### src/rtl/fft_stage_sequencer.sv
// rtl/fft_stage_sequencer.sv - in-place radix-2 DIF FFT stage, address and write-back sequencer
// Ports:
//   clk, nrst            clock, synchronous active-low reset
//   start                request one FFT pass (sampled only while idle)
//   en                   global advance enable; 0 freezes FSM, counters and delay line
//   busy, done           pass in progress / one-cycle completion pulse
//   stage                current stage index
//   rd_en, rd_addr_a/b   butterfly read strobe and leg addresses
//   tw_addr, swap_en     twiddle ROM index and bank-steering select
//   wr_en, wr_addr_a/b   write-back strobe and addresses, read side delayed PIPE_LAT en cycles
module fft_stage_sequencer #(
   parameter int LOG2N    = 6,
   parameter int PIPE_LAT = 3
) (
   input  logic             clk,
   input  logic             nrst,
   input  logic             start,
   input  logic             en,
   output logic             busy,
   output logic             done,
   output logic [2:0]       stage,
   output logic             rd_en,
   output logic [LOG2N-1:0] rd_addr_a,
   output logic [LOG2N-1:0] rd_addr_b,
   output logic [LOG2N-2:0] tw_addr,
   output logic             swap_en,
   output logic             wr_en,
   output logic [LOG2N-1:0] wr_addr_a,
   output logic [LOG2N-1:0] wr_addr_b
);
   localparam int HALF = 1 << (LOG2N - 1);
   localparam int DW   = (PIPE_LAT > 1) ? $clog2(PIPE_LAT) : 1;
   localparam logic [LOG2N-1:0] SPAN0      = LOG2N'(HALF);
   localparam logic [DW-1:0]    DCNT_LAST  = DW'(PIPE_LAT - 1);
   localparam logic [2:0]       STAGE_LAST = 3'(LOG2N - 1);

   typedef enum logic [1:0] {IDLE, READ, DRAIN} state_t;

   state_t           state;
   logic [LOG2N-2:0] k;
   logic [DW-1:0]    dcnt;

   logic [LOG2N-1:0] k_ext;
   logic [LOG2N-1:0] span;
   logic [LOG2N-1:0] lo_mask;
   logic [LOG2N-1:0] addr_a;

   logic             pipe_v [PIPE_LAT];
   logic [LOG2N-1:0] pipe_a [PIPE_LAT];
   logic [LOG2N-1:0] pipe_b [PIPE_LAT];

   // Stage/drain schedule. READ walks k over all N/2 butterflies, DRAIN waits
   // out the datapath latency so every write of a stage lands before the next
   // stage reads it back.
   always_ff @(posedge clk) begin
      if (!nrst) begin
         state <= IDLE;
         k     <= '0;
         dcnt  <= '0;
         stage <= '0;
         done  <= 1'b0;
      end else begin
         // done is cleared every edge, even frozen ones, so it never stretches
         done <= 1'b0;
         case (state)
            IDLE: begin
               if (start) begin
                  state <= READ;
                  stage <= '0;
                  k     <= '0;
               end
            end
            READ: begin
               if (en) begin
                  if (&k) begin
                     state <= DRAIN;
                     dcnt  <= '0;
                     k     <= '0;
                  end else begin
                     k <= k + (LOG2N-1)'(1);
                  end
               end
            end
            DRAIN: begin
               if (en) begin
                  if (dcnt == DCNT_LAST) begin
                     if (stage == STAGE_LAST) begin
                        state <= IDLE;
                        done  <= 1'b1;
                     end else begin
                        state <= READ;
                        stage <= stage + 3'd1;
                        k     <= '0;
                     end
                  end else begin
                     dcnt <= dcnt + DW'(1);
                  end
               end
            end
            default: state <= IDLE;
         endcase
      end
   end

   assign busy = (state != IDLE);

   // Insert a zero at bit p = LOG2N-1-stage: bits of k at or above p move up
   // one place, bits below p stay. span is the single bit at position p.
   always_comb begin
      k_ext     = {1'b0, k};
      span      = SPAN0 >> stage;
      lo_mask   = span - LOG2N'(1);
      addr_a    = ((k_ext & ~lo_mask) << 1) | (k_ext & lo_mask);
      rd_en     = 1'b0;
      rd_addr_a = '0;
      rd_addr_b = '0;
      tw_addr   = '0;
      swap_en   = 1'b0;
      if (state == READ) begin
         rd_en     = en;
         rd_addr_a = addr_a;
         rd_addr_b = addr_a | span;
         tw_addr   = (addr_a[LOG2N-2:0] & lo_mask[LOG2N-2:0]) << stage;
         swap_en   = |(addr_a & span);
      end
   end

   // Write-back delay line; advances only on en so frozen reads stay aligned.
   always_ff @(posedge clk) begin
      if (!nrst) begin
         for (int i = 0; i < PIPE_LAT; i++) begin
            pipe_v[i] <= 1'b0;
            pipe_a[i] <= '0;
            pipe_b[i] <= '0;
         end
      end else if (en) begin
         pipe_v[0] <= rd_en;
         pipe_a[0] <= rd_addr_a;
         pipe_b[0] <= rd_addr_b;
         for (int i = 1; i < PIPE_LAT; i++) begin
            pipe_v[i] <= pipe_v[i-1];
            pipe_a[i] <= pipe_a[i-1];
            pipe_b[i] <= pipe_b[i-1];
         end
      end
   end

   assign wr_en     = pipe_v[PIPE_LAT-1] & en;
   assign wr_addr_a = pipe_a[PIPE_LAT-1];
   assign wr_addr_b = pipe_b[PIPE_LAT-1];

endmodule

### config.mk
export PLATFORM = sky130hd
export DESIGN_NAME = fft_stage_sequencer
export DESIGN_NICKNAME = d
export VERILOG_FILES = /design/src/rtl/fft_stage_sequencer.sv
export SDC_FILE = /design/constraint.sdc
export NUM_CORES = 1
export LEC_CHECK = 0
export CORE_AREA = 3 3 76 78
export CTS_BUF_LIST = sky130_fd_sc_hd__clkbuf_8
export DETAILED_ROUTE_END_ITERATION = 8
export DIE_AREA = 0 0 79 81
export GPL_TIMING_DRIVEN = 0
export PLACE_DENSITY = 0.86
export SYNTH_ARGS = -nofsm -noshare
export SYNTH_HDL_FRONTEND = slang
export SYNTH_SLANG_ARGS = --single-unit
export TNS_END_PERCENT = 20
### constraint.sdc
create_clock -name clk -period 8.85 [get_ports clk]
set_clock_uncertainty 0.15 [all_clocks]
set_input_delay 2.2125 -clock clk [delete_from_list [all_inputs] [get_ports clk]]
set_output_delay 2.2125 -clock clk [all_outputs]
set_load 0.03 [all_outputs]
==> results.md, run 1 <==
- In the routed layout, each cell is associated on average with a via count of between 5 and 6.
- The number of antenna violations at the first check in global routing is 0.
- The mux share of post-synthesis cell area is less than 1%.
- Sequential cells were found to cover a little over 50% of the synthesized design area.
- The total power is between 400 and 500 uW.
- Counting the buffers created by CTS gives 5.
- The count of pins on the block boundary is a little over 40.
- Of the total synthesized cell area, the portion taken by XOR and XNOR cells is 1.25%.
- The number of unique standard cell types used by synthesis is about 50.
- The final core utilization is ~66%.
- At the pin with the least slew margin, the transition time is roughly 0.9 ns.
- On the final layout, the worst hold slack is just over 0.3 ns.
- Summed over all cells, the static leakage comes to 0.00138 uW.
- The synthesized-area fraction occupied by ao, oa, aoi and oai cells is 13.1%.
- Synthesis produced a netlist whose cell count is 269.
- The initial utilization of the core area, before any placement, comes to a little over half.
- The pre-antenna-repair detailed-routing pass consisted of 4 iterations.
- The routed design has approximately 5.9 mm of wire.
- The number of nets in the final layout is 328.
- For the worst-skew pair, the clock arrives at the later sink with an insertion delay of 0.31 ns.
- The total grt overflow is 0.
- The main combinational cell family by area after synthesis is simple AND/OR/NAND/NOR gates.
- The routed design could run at a clock period as short as 6.51 ns.
- The die is between 70 and 80 um wide.
- In this run the remaining antenna-violating nets after routing total 0.
- The simple-gate share of the synthesized area is ~22%.
- The critical path launch point type is a primary input.
- The HPWL after detailed placement is slightly above 4 mm.
- No sink is reached through more buffers than the 2 on the longest clock path.
- The sort of element at the end of the critical path is a primary output.
- The post-route DRC violation count is 0.
- The final-report max-slew violation count was 0.
- Port buffering added 39 buffers.
- The worst supply voltage drop on vdd is 101 uV.
- The number of global-route vias before repair is 2163.
- The TritonCTS clock tree is done.
- The number of antenna repair diodes is 0.
- In the final layout, flip-flops and latches occupy around 1400 um2.
- The maximum fanout encountered on the critical timing path is 10.
- The quantity of hold-fixing buffers added after cts is 0.
- The critical setup path kind is primary input to primary output.
- Post-CTS timing repair inserted 0 buffers for setup.
- The share of final-layout standard cells stronger than drive strength 1 is about an eighth.
- In the synthesized netlist the dominant register cell turns out to be edfxtp_1.
- The share of flip-flops with an asynchronous set or reset is 0%.
- Setup repair after global routing left no endpoint under its margin.
- The overall global routing resource usage is about a fifth.
- The worst min-delay path category is flip-flop to flip-flop.
- After filler insertion, the fill cell instance count of the layout stands at 434.
- Entering global routing, the biggest net connects 40 pins.
- The post-synthesis area per instance is between 10 and 15 um2.
- After clock tree synthesis, the repair step resized 0 gates.
- The number of synthesized flops with an enable pin is 39.
- The post-detailed-route wirelength per cell is 15.2 um.
- Once placement finished, the instance area stood at 3280 um2.
- The area added between synthesis and finish is 21.2%.
- The relative slew slack is approximately 40%.
- The synthesized design contains between 50 and 60 register bits.
- The area of the core is slightly above 5000 um2.
- CTS saw 52 sinks.
- The number of violations reported at the end of detailed-routing iteration 0 is ~160.
- The routed via count is 2151.
- The number of warnings issued by yosys is 0.
- The final cycle utilization of the critical path is about three quarters.
- The y dimension of the die is 81 um.
- The worst path arrival time is slightly above 4 ns.
- The achievable frequency is 0.154 GHz.
- The number of rows created at floorplan is 26.
- Once layout is done, the placed cells without fillers occupy 3390 um2.
- The clock transition at the registers of the reported paths is roughly 0.090 ns.
- The number of endpoints failing setup at the final stage is 0.
- The flow ran to the end, and the final reports show no timing, DRC or antenna violations.
- The cell area after technology mapping is roughly 2800 um2.
- The max-cap check violation count is 0.
- Power spread over the standard cell area amounts to 145 nW/um2.
- The cell sitting at the root of the clock tree is a clkbuf_8.
- After routing, the total negative slack on setup checks comes to 0 ns.
- The first-pass GRT wire length is between 9 and 10 mm.
- Summing the areas of all fa, ha and maj instances in the mapped netlist gives a little over 4% of the synthesized area.
- At the end of routability-driven placement, the weighted congestion stood at 0.922.
- The number of failing hold endpoints at the final stage is 0.
- The footprint of the multi-input gates is 1160 um2.
- At the worst endpoint, the required time is 6.49 ns.
- The H-tree depth is 2.
- The net count of the mapped netlist is between 200 and 300.
- The area of the die is 6400 um2.
-- final cells by class --
class	count	area share (%)
Multi-Input combinational cell	179	34.1
Sequential cell	52	42.2
Inverter	7	0.775
Clock inverter	3	1.26
Clock buffer	5	2.03
Buffer	31	5.50
Timing Repair Buffer	39	11.5
Tap cell	70	2.58
-- cells by family after synthesis --
| family | after synthesis |
|---|---|
| flip-flops | 52 |
| AO/OA/AOI/OAI | 48 |
| AND/OR/NAND/NOR | 116 |
| buffers and inverters | 38 |
| adder cells (fa/ha/maj) | 9 |
| XOR/XNOR | 4 |
| multiplexers | 2 |
-- stage by stage --
stage | worst slack (ns) | cells
6_report | 2.34 | 386
3_3_place_gp | 2.38 | 378
5_1_grt | 2.23 | 386
2_1_floorplan | 2.74 | 269
4_1_cts | 2.33 | 386
3_5_place_dp | 2.34 | 378
-- registers in the layout, summed over array words and instances, names as in the netlist --
signal,flops
pipe_a,18
pipe_b,18
k,5
pipe_v,3
stage,3
dcnt,2
state,2
done,1
-- critical path, cell delays in order --
cell	delay [ns]
clkdlybuf4s50_1	0.52
buf_2	0.24
clkbuf_1	0.33
and2_1	0.18
clkdlybuf4s50_1	0.66
-- placed cells by master (no fill, tap or decap), drive strengths merged, types with 2 or more instances in the layout --
cell type,instances
or2,2
o31ai,2
nand3,9
nor3,4
nand2b,6
clkdlybuf4s50,39
nor2,21
and3,29
inv,7
o21ai,8
nor3b,2
xnor2,3
a31oi,5
mux2i,2
a21o,3
edfxtp,39
ha,9
buf,18
nor4,2
o21a,2
or2b,2
and2,5
clkinv,2
clkbuf,18
a2111oi,2
or3,2
a21boi,5
nor2b,8
dfxtp,13
a21oi,13
nand2,22
-- layer usage --
metal,wire [um],up-vias,GRT usage (%)
li1,-,1043,-
met2,3070,78,36.0
met4,116,0,6.36
met3,339,12,4.88
met5,0,-,0
met1,2360,1018,21.2
-- final timing paths --
| kind | startpoint | end | slack [ns] | cells after the start |
|---|---|---|---|---|
| setup / recovery | en | wr_en | 2.34 | 5 |
| hold / removal | dcnt[1]$_SDFFE_PN0P_ | dcnt[1]$_SDFFE_PN0P_ | 0.31 | 2 |
| setup reg to reg | stage[1]$_SDFFE_PN0P_ | pipe_b[0][4]$_SDFFCE_PN0P_ | 5.80 | 10 |
| hold reg to reg | dcnt[1]$_SDFFE_PN0P_ | dcnt[1]$_SDFFE_PN0P_ | 0.31 | 2 |
-- cell usage after synthesis (4+ instances only) --
master,n,area [um2]
edfxtp_1,39,1170
nor2_1,20,75.1
and3_1,29,181
nor2b_1,8,50.1
buf_4,14,105
nand2b_1,6,37.5
a31oi_1,4,25.0
ha_1,9,113
inv_1,7,26.3
a21oi_1,13,65.1
clkbuf_1,13,48.8
and2_1,5,31.3
dfxtp_1,13,260
nand3_1,9,45.0
nor3_1,4,20.0
o21ai_0,6,30.0
nand2_1,21,78.8
-- power breakdown --
group | switching, uW | internal [uW]
sequential | 3.38 | 272
clock | 79.2 | 83.8
combinational | 31.7 | 21.3
total | 114 | 377
Power figures use the tool's default switching activity.
==> run 2: changes to the inputs <==
--- a/config.mk
+++ b/config.mk
@@ -5,12 +5,12 @@
 export SDC_FILE = /design/constraint.sdc
 export NUM_CORES = 1
 export LEC_CHECK = 0
-export CORE_AREA = 3 3 76 78
+export CORE_AREA = 3 3 79 81
 export CTS_BUF_LIST = sky130_fd_sc_hd__clkbuf_8
 export DETAILED_ROUTE_END_ITERATION = 8
-export DIE_AREA = 0 0 79 81
+export DIE_AREA = 0 0 82 84
 export GPL_TIMING_DRIVEN = 0
-export PLACE_DENSITY = 0.86
+export PLACE_DENSITY = 0.84
 export SYNTH_ARGS = -nofsm -noshare
 export SYNTH_HDL_FRONTEND = slang
 export SYNTH_SLANG_ARGS = --single-unit
==> constraint.sdc (replaced) <==
create_clock -name clk -period 5.3 [get_ports clk]
set_clock_uncertainty 0.15 [all_clocks]
set_input_delay 1.325 -clock clk [delete_from_list [all_inputs] [get_ports clk]]
set_output_delay 1.325 -clock clk [all_outputs]
set_load 0.03 [all_outputs]
==> run 2 against run 1 <==
Combinational power is 67% higher; count of clock-buffer cells in the layout stayed put; routed wire length up 0.37%; die area up 7.6%; sequential power is 67% higher; total power grew 57%; setup slack worse by 2.1 ns; worst hold slack better by 0.0099 ns; final cell count is 0.52% higher; sequential share of layout area is 0.19 points higher; sequential cell count did not move; critical path type is now flip-flop to primary output; critical path depth grew 7.
==> results.md, run 2 (synthesis results as in run 1) <==
- The flow ran to the end, and the final reports show no timing, DRC or antenna violations.
- The final cycle utilization of the critical path is roughly 96%.
- The count of pins on the block boundary is 41.
- TritonCTS built the clock tree.
- The longest clock path from root to sink contains 2 buffers.
- In this run the power density over the cells is approximately 230 nW/um2.
- The tightest min-delay check is of the flip-flop to flip-flop type.
- For this block, the initial DRC count from the detailed router was 131.
- Using the TritonRoute via totals, the vias-per-cell ratio works out to 5.59.
- Setup violations remaining at the end of the flow were counted as 0.
- The maximum fanout encountered on the critical timing path is 10.
- Based on the critical path, the design can be clocked at up to around 0.2 GHz.
- The final route contains approximately 2200 vias.
- For this configuration, the core starts out at a cell density of roughly half.
- The area of the die is between 6000 and 7000 um2.
- The worst setup path is launched from a flip-flop.
- For this design, the CTS-stage hold fixing added 0 buffers.
- The post-detailed-route wirelength per cell is around 15 um.
- The clock latency on the worst-skew pair is 0.31 ns.
- The area added between synthesis and finish is 20.6%.
- The number of global-route vias before repair is approximately 2100.
- Setup repair after global routing left no endpoint under its margin.
- The largest registers in the layout are pipe_a: 18 flops, pipe_b: 18 flops, k: 5 flops.
- At the pin with the least slew margin, the transition time is between 0.9 and 1 ns.
- In this run, post-CTS repair resized a total of 0 instances.
- The sort of element at the end of the critical path is a primary output.
- Entering global routing, the biggest net connects 40 pins.
- The worst pin sits at a relative slew slack of 39.4%.
- The floorplan step set the die width to 82 um.
- The H-tree was split into 2 levels.
- In the routed design, unresolved DRC markers number 0.
- The clock transition at the registers of the reported paths is roughly 0.10 ns.
- The critical path is of the flip-flop to primary output type.
- The max-cap check violation count is 0.
- After layout, the worst setup slack is 0.234 ns.
- The number of antenna violations at the first check in global routing is 0.
- The tree is rooted in a clkbuf_8.
- The number of nets in the final layout is about 330.
- For this design, the sink count on the clock tree is 52.
- The final critical path time including I/O delays and setup is around 5.1 ns.
- The worst supply voltage drop on vdd is ~120 uV.
- The library cell used most frequently in the layout, excluding fill and tap cells, is edfxtp_1.
- The total overflow left after global routing is 0.
- The number of rows created at floorplan is 27.
- The post-CTS setup buffer count is 0.
- The region available for standard cell placement spans roughly 5500 um2.
- The final-report max-slew violation count is 0.
- The overall global routing resource usage is 18.0%.
- In the layout the commonest cells are edfxtp_1 (39), clkdlybuf4s50_1 (37), and3_1 (29).
- The final weighted congestion in routability-driven placement is just over 0.9.
- The TritonCTS buffer count is 5.
- The number of failing hold endpoints at the final stage is 0.
- The number of antenna-violating nets in the routed design is 0.
- The floorplan step set the die height to roughly 84 um.
- The repair_antennas step left the layout with diodes totalling 0.
- The data required time of the critical path is between 3 and 4 ns.
- The setup slack after placement is 0.449 ns.
- The share of final-layout standard cells stronger than drive strength 1 is around an eighth.
- The count of buffers from port buffering is 39.
- The post-detailed-placement half-perimeter wirelength is approximately 4.2 mm.
- The number of detailed-route iterations in the first pass is 4.
- The first-pass GRT wire length is approximately 9.6 mm.
- The analysis attributes to cell leakage a power of approximately 0.0014 uW.
- The worst path arrival time is about 3.6 ns.
- The sum of routed wire length over all layers is between 5 and 6 mm.
- The final setup TNS is 0 ns.
run 2: through the flow:
stage	hold slack [ns]	util [%]	instance area [um2]	total power, uW	cells
6_report	0.321	60.9	3370	773	388
5_1_grt	0.354	60.9	3370	807	388
4_1_cts	0.329	60.8	3370	777	388
3_5_place_dp	0.316	59.2	3280	558	380
3_3_place_gp	0.293	59.2	3280	554	380
2_1_floorplan	0.284	-	2800	528	269
run 2: layer usage:
| layer | vias up | wire, um | GRT usage, % |
|---|---|---|---|
| met5 | - | 0 | 0 |
| met4 | 0 | 133 | 9.21 |
| met3 | 10 | 312 | 3.02 |
| met2 | 75 | 3140 | 30.9 |
| met1 | 1041 | 2320 | 21.0 |
| li1 | 1041 | - | - |
run 2: final timing paths:
| kind | startpoint | to | slack (ns) | depth (start not counted) |
|---|---|---|---|---|
| setup / recovery | stage[1]$_SDFFE_PN0P_ | swap_en | 0.23 | 12 |
| hold / removal | dcnt[1]$_SDFFE_PN0P_ | dcnt[1]$_SDFFE_PN0P_ | 0.32 | 2 |
| setup reg to reg | stage[1]$_SDFFE_PN0P_ | pipe_b[0][4]$_SDFFCE_PN0P_ | 2.33 | 10 |
| hold reg to reg | dcnt[1]$_SDFFE_PN0P_ | dcnt[1]$_SDFFE_PN0P_ | 0.32 | 2 |
run 2: report_power, final:
group / total [uW] / switching, uW / internal [uW]
Combinational: 88.3 / 52.7 / 35.7
Sequential: 460 / 5.63 / 454
Clock: 225 / 133 / 92.3
run 2: cell type report:
type,instances,area [um2]
Tap cell,72,90.1
Multi-Input combinational cell,179,1160
Clock inverter,3,20.0
Clock buffer,5,68.8
Timing Repair Buffer,39,395
Fill cell,458,2170
Inverter,7,26.3
Sequential cell,52,1430
Buffer,31,186
run 2: critical path, cell delays in order, from the launching register on:
cell	delay, ns
dfxtp_1	0.39
clkbuf_1	0.32
inv_1	0.16
ha_1	0.23
buf_6	0.16
nand2_4	0.10
ha_1	0.27
nor3b_1	0.32
nand2_1	0.16
a32oi_2	0.34
nand2b_1	0.15
a31oi_1	0.07
clkdlybuf4s50_1	0.61
==> run 3: changes to the inputs <==
--- a/config.mk
+++ b/config.mk
@@ -5,12 +5,12 @@
 export SDC_FILE = /design/constraint.sdc
 export NUM_CORES = 1
 export LEC_CHECK = 0
-export CORE_AREA = 3 3 79 81
+export CORE_AREA = 3 3 75 84
 export CTS_BUF_LIST = sky130_fd_sc_hd__clkbuf_8
 export DETAILED_ROUTE_END_ITERATION = 8
-export DIE_AREA = 0 0 82 84
+export DIE_AREA = 0 0 78 87
 export GPL_TIMING_DRIVEN = 0
-export PLACE_DENSITY = 0.84
+export PLACE_DENSITY = 0.85
 export SYNTH_ARGS = -nofsm -noshare
 export SYNTH_HDL_FRONTEND = slang
 export SYNTH_SLANG_ARGS = --single-unit
==> run 3 against run 2 <==
Non-clock buffer count stayed put; via count decreased by 1.6%; critical path type unchanged; combinational power is essentially flat; first-iteration DRC count shrank 4.6%; sequential power is essentially flat; total power up 6.1%; critical path depth stayed put; utilization rose by 1.3 points; routed wire length fell by 2.2%; sequential share of layout area down 0.34 points.
==> results.md, run 3 (synthesis results as in run 1) <==
- The flow ran to the end, and the final reports show no timing, DRC or antenna violations.
- The number of failing hold endpoints at the final stage is 0.
- In the final layout, the share of cells above drive strength 1 is between 10% and 20%.
- In this run the remaining antenna-violating nets after routing total 0.
- For this run, the detailed router's first-pass iteration total came to 4.
- In this run the worst path has a maximum fanout of 10.
- At the end of routability-driven placement, the weighted congestion stood at a little over 0.9.
- The TritonCTS clock tree is done.
- The relative slew slack is 41.4%.
- The slowest library cell on the worst path is clkdlybuf4s50_1.
- The reg-to-reg critical path startpoint is stage[1]$_SDFFE_PN0P_.
- Leaving out fill and tap cells, the most frequent cells in the layout are edfxtp_1 (39), clkdlybuf4s50_1 (37), and3_1 (29).
- The width of the chip is approximately 78 um.
- For this configuration, the core starts out at a cell density of roughly half.
- The area added between synthesis and finish is 21.6%.
- The final setup TNS is 0 ns.
- The clock latency on the worst-skew pair is about 0.31 ns.
- The achievable frequency is slightly above 0.2 GHz.
- The largest buffer count on any clock path is 2.
- In this run the tool buffered the top-level ports with 39 buffer cells.
- In this run the power density over the cells is ~240 nW/um2.
- Max-cap violations in this run came to 0.
- The launching element of the worst setup path is stage[1]$_SDFFE_PN0P_.
- The transition at the pin with the smallest max-transition slack is between 0.8 and 0.9 ns.
- The area of the die is 6790 um2.
- between 40 and 50 I/O pins were placed.
- Data arrives at the worst endpoint at about 3.5 ns.
- In this run the worst hold path is classified as flip-flop to flip-flop.
- The initialized floorplan defines 28 standard-cell rows.
- The final hold slack is approximately 0.31 ns.
- The leakage component of the power is around 0.0014 uW.
- The H-tree generated during clock tree synthesis spans 2 levels.
- CTS saw 52 sinks.
- The area of the core is ~5500 um2.
- The number of endpoints failing setup at the final stage is 0.
- For the finished layout, the period the worst path requires is 4.94 ns.
- The critical path contains buffers and inverters numbering 4 combined.
- The first-pass GRT wire length is about 9.4 mm.
- The highest cell delay on the worst timing path is between 0.6 and 0.7 ns.
- The worst setup path is launched from a flip-flop.
- The maximum number of pins on one net before global-route repair is 40.
- The final route contains 2132 vias.
- Buffers inserted during clock tree synthesis total 5.
- The largest registers in the layout are pipe_a: 18 flops, pipe_b: 18 flops, k: 5 flops.
- Clock tree synthesis selected as its root buffer the cell clkbuf_8.
- Data on the critical path is required at its endpoint by around 3.8 ns.
- The die is 87 um tall.
- The total grt overflow is 0.
- The number of hold buffers added after CTS was 0.
- At the end of the flow, the number of nets in the layout was 328.
- Traced cell by cell, the critical path runs through clkbuf_2 > inv_1 > ha_1 > buf_6 > nand2_4 > ha_1 > nor2b_1 > a31oi_4 > o31ai_1 > o311ai_0 > a21oi_1 > clkdlybuf4s50_1.
- The sort of element at the end of the critical path is a primary output.
- The cell seen most often among critical-path stages is ha_1.
- The number of antenna violations at the first check in global routing is 0.
- The library cell used most frequently in the layout, excluding fill and tap cells, is edfxtp_1.
- The final-report max-slew violation count is 0.
- The number of antenna repair diodes is 0.
- Clock-pin slew was measured on the worst setup and hold paths at ~0.1 ns.
- The sum of routed wire length over all layers is between 5 and 6 mm.
- On the critical path the largest part of the delay comes from buffers and inverters.
- After clock tree synthesis, the repair step resized 0 gates.
- The post-detailed-placement half-perimeter wirelength is about 4 mm.
- In the routed design, unresolved DRC markers number 0.
- Global routing consumed, over all layers together, ~18% of the routing resources.
- The number of violations reported at the end of detailed-routing iteration 0 is approximately 130.
- The post-CTS setup buffer count is 0.
- The post-detailed-route wirelength per cell is ~15 um.
- The startpoint identified for the worst hold timing path is dcnt[1]$_SDFFE_PN0P_.
- The via density per instance is 5.45.
- Across the VDD grid, the largest voltage drop is ~150 uV.
- The final cycle utilization of the critical path is about 93%.
- The critical setup path kind is flip-flop to primary output.
- Setup repair after global routing left no endpoint under its margin.
- The number of global-route vias before repair is slightly above 2000.
## run 3: worst paths after layout
kind	cells past startpoint	slack, ns	to
min reg2reg	2	0.31	dcnt[1]$_SDFFE_PN0P_
max	12	0.36	tw_addr[4]
min	2	0.31	dcnt[1]$_SDFFE_PN0P_
max reg2reg	10	2.47	pipe_b[0][4]$_SDFFCE_PN0P_
## run 3: worst reg2reg max path, stage by stage (launching register included)
cell	delay (ns)
dfxtp_1	0.38
clkbuf_2	0.22
inv_1	0.12
ha_1	0.21
buf_6	0.16
nand2_4	0.10
ha_1	0.27
nor3b_1	0.31
nand2_1	0.17
a32oi_2	0.36
a21oi_1	0.13
## run 3: layout make-up
cell class / instances / area [um2]
multi-input combinational: 179 / 1160
inverter: 7 / 26.3
clock inverter: 3 / 42.5
fill: 455 / 2060
timing repair buffer: 39 / 395
sequential: 52 / 1430
tap: 75 / 93.8
buffer: 31 / 188
clock buffer: 5 / 68.8
## run 3: report_power, final
group | switching (uW) | internal, uW
Combinational | 52.7 | 35.7
Clock | 132 | 140
Sequential | 5.40 | 454
Total | 190 | 630
## run 3: routing by layer
layer / vias to the layer above / global-route usage [%] / wire length [um]
met5: - / 0 / 0
met4: 0 / 8.90 / 169
met3: 14 / 4.66 / 307
met2: 80 / 30.8 / 2940
met1: 996 / 20.0 / 2360
li1: 1042 / - / -
## run 3: per-stage QoR
stage / setup slack (ns) / instance area, um2 / power, uW / util (%) / instances
after floorplan: 0.0818 / 2800 / 528 / - / 269
after global placement: 0.487 / 3280 / 554 / 60.1 / 383
after detailed placement: 0.427 / 3280 / 557 / 60.1 / 383
after CTS: 0.0443 / 3400 / 820 / 62.1 / 391
after global routing: 0.0673 / 3400 / 846 / 62.2 / 391
final: 0.357 / 3400 / 820 / 62.2 / 391
